### src/rtl/cpu_run_ctrl_if.sv
// rtl/cpu_run_ctrl_if.sv - command handshake bundle for the CPU run controller
//
// Carries one run command from the debug/PDU front end to cpu_run_ctrl.
//   cmd_valid  master->slave  command request
//   cmd_ready  slave->master  command accepted when cmd_valid & cmd_ready
//   cmd_op     master->slave  00 NOP, 01 STEP, 10 RUN (free), 11 RUN_N
//   cmd_count  master->slave  cycle count for RUN_N
//   bp_en      master->slave  breakpoint enable, sampled at accept
//   bp_addr    master->slave  breakpoint PC, sampled at accept
interface cpu_run_ctrl_if #(
  parameter int CNT_W = 16,
  parameter int PC_W  = 32
);
  logic             cmd_valid;
  logic             cmd_ready;
  logic [1:0]       cmd_op;
  logic [CNT_W-1:0] cmd_count;
  logic             bp_en;
  logic [PC_W-1:0]  bp_addr;

  modport master (
    output cmd_valid, cmd_op, cmd_count, bp_en, bp_addr,
    input  cmd_ready
  );

  modport slave (
    input  cmd_valid, cmd_op, cmd_count, bp_en, bp_addr,
    output cmd_ready
  );
endinterface

### src/rtl/cpu_run_ctrl.sv
// rtl/cpu_run_ctrl.sv - run-sequencing controller owning the CPU clock enable
//
// Accepts STEP / RUN / RUN_N commands, gates the CPU with a registered run
// enable, stops on cpu_halt, user abort, PC breakpoint or count exhaustion and
// reports the stop cause and the number of cycles the CPU ran.
// Optional free-run watchdog: define RUN_WATCHDOG_EN (limit = WDOG_LIMIT).
//
// Ports:
//   clk, rstn    clock, asynchronous active-low reset
//   cmd          command handshake (cpu_run_ctrl_if.slave)
//   if_pc        CPU fetch-stage PC, compared against the latched breakpoint
//   cpu_halt     CPU reports it has stopped
//   stop_req     user abort, level or pulse
//   cpu_run      registered CPU clock enable
//   busy         high from accept until the done pulse ends
//   done         one-cycle completion pulse
//   stop_cause   0 none, 1 count, 2 breakpoint, 3 cpu_halt, 4 user, 5 watchdog
//   cycles_run   cycles cpu_run was high in the last/current command
module cpu_run_ctrl #(
  parameter int          CNT_W      = 16,
  parameter int          PC_W       = 32,
  parameter logic [31:0] WDOG_LIMIT = 32'h00FF_FFFF
) (
  input  logic                 clk,
  input  logic                 rstn,
  cpu_run_ctrl_if.slave        cmd,
  input  logic [PC_W-1:0]      if_pc,
  input  logic                 cpu_halt,
  input  logic                 stop_req,
  output logic                 cpu_run,
  output logic                 busy,
  output logic                 done,
  output logic [2:0]           stop_cause,
  output logic [31:0]          cycles_run
);

  typedef enum logic [1:0] {S_IDLE, S_START, S_RUN, S_DONE} state_t;

  localparam logic [1:0] OP_NOP   = 2'b00;
  localparam logic [1:0] OP_STEP  = 2'b01;
  localparam logic [1:0] OP_RUN   = 2'b10;
  localparam logic [1:0] OP_RUN_N = 2'b11;

  state_t           state_q, state_d;
  logic [1:0]       op_q, op_d;
  logic             bp_en_q, bp_en_d;
  logic [PC_W-1:0]  bp_addr_q, bp_addr_d;
  logic [CNT_W-1:0] remaining_q, remaining_d;
  logic             first_q, first_d;
  logic             cpu_run_q, cpu_run_d;
  logic             busy_q, busy_d;
  logic             done_q, done_d;
  logic             cmd_ready_q, cmd_ready_d;
  logic [2:0]       stop_cause_q, stop_cause_d;
  logic [31:0]      cycles_run_q, cycles_run_d;

  logic [31:0]      cycles_inc;
  logic             counted;
  logic             bp_hit;
  logic             wdog_hit;
  logic [2:0]       cause_now;

`ifdef RUN_WATCHDOG_EN
  // cycles_inc is the count including the current RUN cycle, so the stop
  // lands after exactly WDOG_LIMIT enabled cycles.
  assign wdog_hit = (op_q == OP_RUN) && (cycles_inc == WDOG_LIMIT);
`else
  assign wdog_hit = 1'b0;
  wire unused_wdog_limit = ^WDOG_LIMIT;
`endif

  always_comb begin
    cycles_inc = (cycles_run_q == 32'hFFFF_FFFF) ? cycles_run_q : cycles_run_q + 32'd1;
    counted    = (op_q == OP_STEP) || (op_q == OP_RUN_N);
    // The first RUN cycle ignores the breakpoint so a halted-at-breakpoint
    // CPU can be resumed from the same PC.
    bp_hit     = bp_en_q && !first_q && (if_pc == bp_addr_q);

    if (cpu_halt)                                  cause_now = 3'd3;
    else if (stop_req)                             cause_now = 3'd4;
    else if (bp_hit)                               cause_now = 3'd2;
    else if (counted && remaining_q == CNT_W'(1))  cause_now = 3'd1;
    else if (wdog_hit)                             cause_now = 3'd5;
    else                                           cause_now = 3'd0;
  end

  always_comb begin
    state_d      = state_q;
    op_d         = op_q;
    bp_en_d      = bp_en_q;
    bp_addr_d    = bp_addr_q;
    remaining_d  = remaining_q;
    first_d      = first_q;
    cpu_run_d    = cpu_run_q;
    busy_d       = busy_q;
    done_d       = 1'b0;
    cmd_ready_d  = cmd_ready_q;
    stop_cause_d = stop_cause_q;
    cycles_run_d = cycles_run_q;

    unique case (state_q)
      S_IDLE: begin
        if (cmd.cmd_valid && cmd_ready_q) begin
          op_d         = cmd.cmd_op;
          bp_en_d      = cmd.bp_en;
          bp_addr_d    = cmd.bp_addr;
          remaining_d  = (cmd.cmd_op == OP_STEP) ? CNT_W'(1) : cmd.cmd_count;
          cmd_ready_d  = 1'b0;
          busy_d       = 1'b1;
          cycles_run_d = 32'd0;
          if ((cmd.cmd_op == OP_NOP) ||
              ((cmd.cmd_op == OP_RUN_N) && (cmd.cmd_count == '0))) begin
            // Zero-length command: completes without ever enabling the CPU.
            state_d      = S_DONE;
            done_d       = 1'b1;
            stop_cause_d = (cmd.cmd_op == OP_NOP) ? 3'd0 : 3'd1;
          end else begin
            state_d      = S_START;
            stop_cause_d = 3'd0;
          end
        end
      end
      S_START: begin
        cpu_run_d = 1'b1;
        first_d   = 1'b1;
        state_d   = S_RUN;
      end
      S_RUN: begin
        cycles_run_d = cycles_inc;
        first_d      = 1'b0;
        if (counted) remaining_d = remaining_q - CNT_W'(1);
        if (cause_now != 3'd0) begin
          cpu_run_d    = 1'b0;
          state_d      = S_DONE;
          done_d       = 1'b1;
          stop_cause_d = cause_now;
        end
      end
      S_DONE: begin
        busy_d      = 1'b0;
        cmd_ready_d = 1'b1;
        state_d     = S_IDLE;
      end
      default: state_d = S_IDLE;
    endcase
  end

  always_ff @(posedge clk or negedge rstn) begin
    if (!rstn) begin
      state_q      <= S_IDLE;
      op_q         <= OP_NOP;
      bp_en_q      <= 1'b0;
      bp_addr_q    <= '0;
      remaining_q  <= '0;
      first_q      <= 1'b0;
      cpu_run_q    <= 1'b0;
      busy_q       <= 1'b0;
      done_q       <= 1'b0;
      cmd_ready_q  <= 1'b1;
      stop_cause_q <= 3'd0;
      cycles_run_q <= 32'd0;
    end else begin
      state_q      <= state_d;
      op_q         <= op_d;
      bp_en_q      <= bp_en_d;
      bp_addr_q    <= bp_addr_d;
      remaining_q  <= remaining_d;
      first_q      <= first_d;
      cpu_run_q    <= cpu_run_d;
      busy_q       <= busy_d;
      done_q       <= done_d;
      cmd_ready_q  <= cmd_ready_d;
      stop_cause_q <= stop_cause_d;
      cycles_run_q <= cycles_run_d;
    end
  end

  assign cmd.cmd_ready = cmd_ready_q;
  assign cpu_run       = cpu_run_q;
  assign busy          = busy_q;
  assign done          = done_q;
  assign stop_cause    = stop_cause_q;
  assign cycles_run    = cycles_run_q;

endmodule

### src/flat_wrapper.sv
// flat-port wrapper written by rule: the top's interface ports become plain ports
module cpu_run_ctrl_flat 
#(
  parameter int          CNT_W      = 16,
  parameter int          PC_W       = 32,
  parameter logic [31:0] WDOG_LIMIT = 32'h00FF_FFFF
)
  (clk, rstn, if_pc, cpu_halt, stop_req, cpu_run, busy, done, stop_cause, cycles_run, cmd_cmd_valid, cmd_cmd_op, cmd_cmd_count, cmd_bp_en, cmd_bp_addr, cmd_cmd_ready);
  cpu_run_ctrl_if #(.CNT_W(CNT_W), .PC_W(PC_W)) cmd_i ();
  input  logic clk;
  input  logic rstn;
  input  logic [PC_W-1:0] if_pc;
  input  logic cpu_halt;
  input  logic stop_req;
  output logic cpu_run;
  output logic busy;
  output logic done;
  output logic [2:0] stop_cause;
  output logic [31:0] cycles_run;
  input wire logic [$bits(cmd_i.cmd_valid)-1:0] cmd_cmd_valid;
  input wire logic [$bits(cmd_i.cmd_op)-1:0] cmd_cmd_op;
  input wire logic [$bits(cmd_i.cmd_count)-1:0] cmd_cmd_count;
  input wire logic [$bits(cmd_i.bp_en)-1:0] cmd_bp_en;
  input wire logic [$bits(cmd_i.bp_addr)-1:0] cmd_bp_addr;
  output wire logic [$bits(cmd_i.cmd_ready)-1:0] cmd_cmd_ready;
  assign cmd_i.cmd_valid = cmd_cmd_valid;
  assign cmd_i.cmd_op = cmd_cmd_op;
  assign cmd_i.cmd_count = cmd_cmd_count;
  assign cmd_i.bp_en = cmd_bp_en;
  assign cmd_i.bp_addr = cmd_bp_addr;
  assign cmd_cmd_ready = cmd_i.cmd_ready;
  cpu_run_ctrl #(.CNT_W(CNT_W), .PC_W(PC_W), .WDOG_LIMIT(WDOG_LIMIT)) u_core (.clk(clk), .rstn(rstn), .cmd(cmd_i), .if_pc(if_pc), .cpu_halt(cpu_halt), .stop_req(stop_req), .cpu_run(cpu_run), .busy(busy), .done(done), .stop_cause(stop_cause), .cycles_run(cycles_run));
endmodule
### config.mk
export PLATFORM = sky130hd
export DESIGN_NAME = cpu_run_ctrl_flat
export DESIGN_NICKNAME = d
export VERILOG_FILES = /design/src/rtl/cpu_run_ctrl_if.sv /design/src/rtl/cpu_run_ctrl.sv /design/src/flat_wrapper.sv
export SDC_FILE = /design/constraint.sdc
export NUM_CORES = 1
export LEC_CHECK = 0
export ABC_AREA = 1
export BUFFER_PORTS_ARGS = -buffer_cell sky130_fd_sc_hd__buf_4
export CAP_MARGIN = 20
export CORE_ASPECT_RATIO = 0.5
export CORE_UTILIZATION = 50
export DETAILED_ROUTE_END_ITERATION = 10
export GPL_TIMING_DRIVEN = 0
export PLACE_DENSITY = 0.78
export SLEW_MARGIN = 20
export SYNTH_ARGS = -nofsm -noshare
export SYNTH_HDL_FRONTEND = slang
export SYNTH_SLANG_ARGS = --single-unit
### constraint.sdc
create_clock -name clk -period 1.8 [get_ports clk]
set_input_delay 0.09 -clock clk [delete_from_list [all_inputs] [get_ports clk]]
set_output_delay 0.09 -clock clk [all_outputs]
set_load 0.01 [all_outputs]
==> metrics.yaml <==
clock.fmax_mhz: 560
final_cell_mix: "249 x nand2_1, 148 x buf_4, 87 x inv_1, 85 x dfrtp_1, 68 x nor2_1"
rows: 26
syn2layout_area_growth_pct: 39.2
rrSetupSlack_ps: 10
path_cells: "inv_2 > ha_2 > buf_6 > nand4_1 > nor3_2 > nand4_2 > nand2_4 > inv_6 > clkbuf_16 > nand4_1 > o21ai_2"
synth-simple-area-share: 0.304
drc: 0
firstDrtPassIters: 5
fp.dieW_um: 152
slowest_delay_ps: 400
cp_num_cells: 11
layout.nets: 1075
drv_cap: 0
p_switching_mw: 4.00
clk_transition_reported_paths_ps: 70
initialDrtViolationCount: 371
fin_cells: 1125
yosysWarningCount: 0
yosys.area_share.adder: 0.0134
reg2reg_depth: 11
busiest_layer: "met2"
cp_common_cell: "nand4_1"
rsz0062_at_grt: "yes"
crit_path_end_kind: "flop"
postSynthCellCount: 785
vdd_drop_max_mv: 0.784
crit_buf_inv: 4
async_flop_share: 1.00
grt_pass1_wl_mm: 26.7
ys_ff_latch: 92
synth-compound-area-share: 0.129
dieArea_um2: 11600
synth_flop_cell: "dfrtp_1"
fin_area_um2: 7790
vias: 5927
yosys-mux-area-fraction: 0
hold_viol: 0
hpwlAfterDp_mm: 11.6
relSlewSlack: 0.411
ant_nets: 0
ys_types: 40
post_drt_via_cell_ratio: 5.27
ctsHtreeMaxLevel: 3
synth_area_um2: 5600
placeableCoreArea_um2: 10500
hold_depth: 3
postSynthAreaPerCell_um2: 7.13
grt_max_degree: 93
use_met3: 0.0583
synth_xor_area_frac: 0.0517
ios: 127
synth_top_family_by_area: "simple AND/OR/NAND/NOR gates"
ys_seq_area_frac: 0.412
synth_fp_nets: 879
tightest_slew_ps: 884
leakagePower_nw: 3.76
power.share.switching: 0.420
p_comb_frac: 0.474
clkSinkCount: 92
r2r-start: "u_core.state_q[0]"
regArea_um2: 2310
power.density_nw_per_um2: 1220
setup.worst_path.start_class: "flop"
setup.worst_path.class: "reg2reg"
wl_per_cell_um: 15.1
start_util: 0.531
ctsRootBufferMaster: "clkbuf_16"
place_area_um2: 6720
tritoncts: "done"
final.min_clock_period_ps: 1790
cts_max_path_buffers: 2
place_inst: 1051
path_delay_family: "simple AND/OR/NAND/NOR gates"
setup_viol: 0
drive_above_1_share: 0.260
slowest_stage: "dfrtp_1"
cp.arrival_ps: 2020
power.share.clock: 0.187
num_antenna_cells: 0
die_h_um: 76.8
grt_usage: 0.295
antenna_found_initial: 0
p_int_mw: 5.51
grtUsageMet1: 0.387
synth-edff-count: 0
grt.overflow.total: 0
worstPathRequired_ps: 2040
grtUsageMet2: 0.497
skew_ps: 6.46
hp-class: "in2reg"
io_buffer_count: 126
pwr-share-seq: 0.339
final_common_cell: "nand2_1"
drt-total-wl_mm: 17.0
drv_slew: 0
r2r_end: "u_core.cycles_run[13]"
fill_cells: 833
cp_max_fo: 7
place_congestion: 0.941
multi_input_area_um2: 2960
numCtsBuffers: 9
status: "finished, final reports clean"
holdPathEnd: "u_core.remaining_q[11]"
holdWs_ps: 65.6
worstHoldStart: "cmd_cmd_count[11]"
clk_latency_ps: 350
grt_pass1_vias: 5451
finalCritPeriodShare: 0.992
## through the flow
stage	TNS [ps]	setup slack, ps	power [mW]	utilization
after global routing	-874	-83.4	10.2	0.739
after global placement	-15990	-336	6.86	0.637
final	0	14.2	9.51	0.739
after floorplan	0	13.7	5.76	-
after CTS	0	7.05	9.01	0.712
after detailed placement	-16600	-332	6.98	0.638
## per-layer routing
metal,up-vias,share of wire
met1,2760,0.44
met4,0,0.015
li1,2906,-
met3,28,0.072
met2,233,0.47
met5,-,0
## cell type report
class / instances / area share
Clock buffer: 9 / 0.0289
Multi-Input combinational cell: 569 / 0.380
Timing Repair Buffer: 185 / 0.192
Buffer: 24 / 0.0247
Tap cell: 140 / 0.0225
Inverter: 100 / 0.0493
Sequential cell: 92 / 0.297
Clock inverter: 6 / 0.00546
## registers in the layout, summed over array words and instances, names as in the netlist
signal,cells
u_core.bp_addr_q,32
u_core.cycles_run,32
u_core.remaining_q,16
u_core.stop_cause,3
u_core.state_q,2
u_core.bp_en_q,1
u_core.busy,1
u_core.cmd.cmd_ready,1
u_core.cpu_run,1
u_core.done,1
u_core.first_q,1
u_core.op_q,1
## synthesized netlist by cell type (all sizes together) (10+ instances only)
cell / count / area (um^2)
a21oi: 16 / 83.8
buf: 11 / 76.3
clkbuf: 13 / 48.8
dfrtp: 91 / 2280
inv: 99 / 374
nand2: 256 / 971
nand3: 21 / 105
nand4: 26 / 169
nor2: 80 / 300
nor3: 17 / 106
o21ai: 72 / 387
o31ai: 23 / 173
xnor2: 10 / 87.6
xor2: 23 / 201
## cell families (layout without fill, tap and decap cells)
logic type / Yosys count / in the layout
AND/OR/NAND/NOR: 408 / 408
flip-flops: 92 / 92
AO/OA/AOI/OAI: 122 / 122
adder cells (fa/ha/maj): 6 / 6
buffers and inverters: 124 / 324
XOR/XNOR: 33 / 33
## worst min-delay path, delay by kind of cell
kind / cells / cell delay (ps)
buffers and inverters: 1 / 90
AOI/OAI and AO/OA: 2 / 200
## how the worst max path moves through the flow
stage / from / end
after global placement: u_core.state_q[0] / u_core.remaining_q[14]
final: u_core.state_q[0] / u_core.cycles_run[13]
after CTS: u_core.cycles_run[0] / u_core.cycles_run[29]
after global routing: u_core.state_q[0] / u_core.cycles_run[0]
after floorplan: u_core.cycles_run[1] / u_core.cycles_run[28]
after detailed placement: u_core.state_q[0] / u_core.remaining_q[14]
## repair_timing
item | 4_1_cts | 5_1_grt
setup buffers | 12 | 11
pin swaps | 7 | 18
hold buffers | 35 | 0
gates cloned | 0 | 1
endpoints found under the hold margin | 125 | 0
resized for setup | 28 | 68
endpoints found under the setup margin | 86 | 88
## power by group through the flow
| stage | Clock, mW | Sequential, mW | Combinational [mW] |
|---|---|---|---|
| floorplan | 0 | 3.16 | 2.60 |
| global placement | 0 | 3.20 | 3.66 |
| detailed placement | 0 | 3.23 | 3.75 |
| CTS | 1.79 | 3.20 | 4.03 |
| global route | 1.86 | 3.29 | 5.04 |
| finish | 1.78 | 3.22 | 4.51 |
Power figures use the tool's default switching activity.
